### config.mk
export PLATFORM = sky130hd
export DESIGN_NAME = seq_ser
export DESIGN_NICKNAME = d
export VERILOG_FILES = /design/src/rtl/seq_ser.sv
export SDC_FILE = /design/constraint.sdc
export NUM_CORES = 1
export LEC_CHECK = 0
export CAP_MARGIN = 20
export CORE_MARGIN = 2
export CORE_UTILIZATION = 50
export CTS_CLUSTER_SIZE = 12
export DETAILED_ROUTE_END_ITERATION = 10
export GPL_TIMING_DRIVEN = 0
export PLACE_DENSITY_LB_ADDON = 0.12
export SYNTH_ARGS = -nofsm -noshare
export SYNTH_HDL_FRONTEND = slang
export SYNTH_SLANG_ARGS = --single-unit
### constraint.sdc
create_clock -name clk -period 1.7 [get_ports clk]
set_input_delay 0.255 -clock clk [delete_from_list [all_inputs] [get_ports clk]]
set_output_delay 0.255 -clock clk [all_outputs]
set_load 0.05 [all_outputs]
### src/rtl/seq_ser.sv
// Parallel-to-serial front end for the serial sequence detector.
// One-word holding register feeds a shift register; words chain with no idle gap.
module seq_ser #(
  parameter int WIDTH     = 8,
  parameter bit MSB_FIRST = 1'b1,
  parameter bit IDLE_BIT  = 1'b0
) (
  input  logic             clk,
  input  logic             rst_n,
  input  logic [WIDTH-1:0] din,
  input  logic             din_valid,
  output logic             din_ready,
  output logic             ser_out,
  output logic             ser_sof,
  output logic             busy,
  output logic             underrun
);

  localparam int CW = (WIDTH > 2) ? $clog2(WIDTH) : 1;
  localparam logic [CW-1:0] LAST = CW'(WIDTH - 1);

  typedef enum logic [1:0] {
    IDLE  = 2'b00,
    SHIFT = 2'b01
  } state_t;

  state_t           state;
  logic [WIDTH-1:0] hold_reg;
  logic             hold_full;
  logic [WIDTH-1:0] shift_reg;
  logic [CW-1:0]    count;

  // Bit that leaves first for a given word alignment.
  function automatic logic first_bit(input logic [WIDTH-1:0] w);
    return MSB_FIRST ? w[WIDTH-1] : w[0];
  endfunction

  // Moves the next bit to be sent into the first_bit position.
  function automatic logic [WIDTH-1:0] advance(input logic [WIDTH-1:0] w);
    return MSB_FIRST ? (w << 1) : (w >> 1);
  endfunction

  assign din_ready = ~hold_full;

  // Accepting into hold_reg and transferring out of it never share an edge,
  // since acceptance needs hold_full=0 and a transfer needs hold_full=1.
  always_ff @(posedge clk or negedge rst_n) begin
    if (!rst_n) begin
      state     <= IDLE;
      hold_reg  <= '0;
      hold_full <= 1'b0;
      shift_reg <= '0;
      count     <= '0;
      ser_out   <= IDLE_BIT;
      ser_sof   <= 1'b0;
      busy      <= 1'b0;
      underrun  <= 1'b0;
    end else begin
      ser_sof  <= 1'b0;
      underrun <= 1'b0;

      if (din_valid && !hold_full) begin
        hold_reg  <= din;
        hold_full <= 1'b1;
      end

      case (state)
        IDLE: begin
          ser_out <= IDLE_BIT;
          busy    <= 1'b0;
          count   <= '0;
          if (hold_full) begin
            shift_reg <= hold_reg;
            hold_full <= 1'b0;
            ser_out   <= first_bit(hold_reg);
            ser_sof   <= 1'b1;
            busy      <= 1'b1;
            state     <= SHIFT;
          end
        end

        SHIFT: begin
          if (count == LAST) begin
            if (hold_full) begin
              shift_reg <= hold_reg;
              hold_full <= 1'b0;
              ser_out   <= first_bit(hold_reg);
              ser_sof   <= 1'b1;
              busy      <= 1'b1;
              count     <= '0;
            end else begin
              state    <= IDLE;
              ser_out  <= IDLE_BIT;
              busy     <= 1'b0;
              underrun <= 1'b1;
              count    <= '0;
            end
          end else begin
            count     <= count + 1'b1;
            shift_reg <= advance(shift_reg);
            ser_out   <= first_bit(advance(shift_reg));
          end
        end

        default: begin
          state   <= IDLE;
          ser_out <= IDLE_BIT;
          busy    <= 1'b0;
          count   <= '0;
        end
      endcase
    end
  end

endmodule
==> impl_metrics.env <==
export IMPL_clock_latency_ns=0.30
export IMPL_portBuffers=15
export IMPL_maxCapViolCount=0
export IMPL_r2r_start="count[0]"
export IMPL_period_share=0.921
export IMPL_cts_root_buf="clkbuf_4"
export IMPL_status="completed"
export IMPL_setup_worst_path_start_class="flop"
export IMPL_grt_pass1_vias=609
export IMPL_drtIter0Drc=8
export IMPL_slew_viol_final=0
export IMPL_synth_top_family_by_area="multiplexers"
export IMPL_layout_nets=103
export IMPL_critPathArrivalTime_ns=1.76
export IMPL_die_h_um=49.4
export IMPL_grt_pass1_wl_um=2740
export IMPL_dieWidth_um=49.4
export IMPL_synth_compound_area_share=0.0122
export IMPL_crit_path_cell_trace="ha_1 > ha_1 > nand2b_1 > buf_2 > mux2_4"
export IMPL_synth_area_mux_share=0.276
export IMPL_endpoint_kind="flop"
export IMPL_synthSimpleGateAreaFrac=0.0680
export IMPL_cts_tree="built"
export IMPL_crit_start="count[0]"
export IMPL_hold_class="in2async"
export IMPL_num_rows=16
export IMPL_setup_viol=0
export IMPL_synth_xor_area_frac=0
export IMPL_wl_um=1520
export IMPL_crit_required_ns=1.89
export IMPL_syn_to_final_growth_pct=22.1
export IMPL_vias=558
export IMPL_cts_max_level=1
export IMPL_hold_viol_final=0
export IMPL_yosysWarnings=0
export IMPL_gp_congestion=0.689
export IMPL_rsz0062_at_grt="no"
export IMPL_numCtsBuffers=3
export IMPL_ir_drop_v=0.000934
export IMPL_overflow=0
export IMPL_cts_num_sinks=24
export IMPL_start_util=0.525
export IMPL_slowest_delay_ns=0.40
export IMPL_synth_seq_cells=24
export IMPL_antenna_cells=0
export IMPL_crit_fanout=6
export IMPL_grt_max_degree=25
export IMPL_die_area_mm2=0.00244
export IMPL_dr_pass1_iters=3
export IMPL_whs_ns=0.245
export IMPL_leakage_nw=0.624
export IMPL_path_clk_slew_ns=0.12
export IMPL_postSynthAreaPerCell_um2=15.1
export IMPL_cts_hold_buf=0
export IMPL_slew_limit_headroom=0.666
export IMPL_viasPerCell=4.89
export IMPL_track_usage=0.150
export IMPL_postRouteAntennaNets=0
export IMPL_hpwlAfterDp_um=1090
export IMPL_synth_adder_area_share=0.0365
export IMPL_synth_seq_area_share=0.583
export IMPL_crit_top_cell="ha_1"
export IMPL_syn_inst=68
export IMPL_skew_ns=0.00188
export IMPL_min_period_ns=1.57
export IMPL_synth_cell_types=18
export IMPL_cp_slowest_cell="dfrtp_1"
export IMPL_power_density_mw_per_mm2=1780
export IMPL_netlist_area_mm2=0.00103
export IMPL_syn_nets=82
export IMPL_tightest_slew_ns=0.500
export IMPL_ios=16
export IMPL_postCtsSetupBuffers=0
export IMPL_setup_tns_ns=0
export IMPL_path_class="reg2reg"
export IMPL_antenna_found_initial=0
export IMPL_drive_above_1_share=0.322
export IMPL_clockBufferDepth=2
export IMPL_coreArea_mm2=0.00196
export IMPL_largest_reg_flops=8
export IMPL_timing_fmax_ghz=0.638
export IMPL_cp_num_buf_inv=1
export IMPL_routedWlPerCell_um=13.4
export IMPL_cp_top_family="adder cells"
export IMPL_drc=0
## worst paths after layout
check	to	slack, ns	depth (start not counted)
max	shift_reg[6]	0.13	5
max reg2reg	shift_reg[6]	0.13	5
min reg2reg	count[0]	0.44	1
max in group asynchronous	hold_reg[0]	1.04	2
min in group clk	count[0]	0.44	1
min	ser_out	0.24	1
## routing by layer
metal,global-route usage,vias to the layer above,part of all wire
li1,-,271,-
met1,0.196,273,0.47
met2,0.250,12,0.49
met3,0.0368,2,0.042
met4,0.0417,0,0.0039
met5,0,-,0
## kinds of logic after synthesis
kind of cell / Yosys count
adders and majority gates: 3
muxes: 22
buffers and inverters: 4
and+or+nand+nor: 13
AOI/OAI and AO/OA: 2
DFF: 24
## where the power goes
| group | leakage, nW | switching [W] | total, W | internal [W] |
|---|---|---|---|---|
| Sequential | 0.294 | 0.000130 | 0.000949 | 0.000819 |
| Combinational | 0.316 | 0.000482 | 0.00106 | 0.000575 |
| Clock | 0.0138 | 0.000149 | 0.000231 | 0.0000825 |
## per-stage QoR
step | cells | instance area [µm²] | total power (W) | setup WS (ns) | util
6_report | 114 | 1260 | 0.00224 | 0.133 | 0.641
5_1_grt | 114 | 1260 | 0.00241 | 0.0480 | 0.641
4_1_cts | 113 | 1230 | 0.00227 | 0.00362 | 0.629
3_5_place_dp | 110 | 1210 | 0.00206 | -0.0168 | 0.619
3_3_place_gp | 110 | 1210 | 0.00202 | -0.0204 | 0.619
2_1_floorplan | 68 | 1030 | 0.00180 | 0.224 | -
## cell usage after synthesis, drive strengths merged
library cell	instances	share of area
dfrtp	24	0.58
mux2	21	0.27
buf	3	0.021
ha	3	0.036
nor2	3	0.011
and2	2	0.012
nand2	2	0.0073
nand2b	2	0.012
nor2b	2	0.012
a21o	1	0.0073
and3	1	0.0061
inv	1	0.0036
mux2i	1	0.0097
nand3b	1	0.0073
o21ai	1	0.0049
## layout make-up
cell class / count / area [µm²]
plain buffers: 3 / 21.3
clock buffers: 3 / 22.5
fillers: 177 / 704
inverters: 1 / 3.75
multi-input cells: 40 / 404
flip-flops and latches: 24 / 601
well taps: 27 / 33.8
repair buffers: 16 / 171
## repair_timing
action                                  in CTS  in global routing
hold endpoints to repair                     0                  0
cloned                                       0                  0
gates resized for setup                      6                  3
endpoints found under the setup margin       4                  2
## cells in the final DEF (no fill, tap or decap), types with 3 or more instances in the layout
cell and count:
dfrtp_1 24, mux2_4 10, mux2_2 10, clkdlybuf4s50_1 10, nor2_1 3, buf_2 3, ha_1 3, clkbuf_4 3
dlygate4sd2_1 3
No activity file was read; power rests on OpenSTA's default activity.
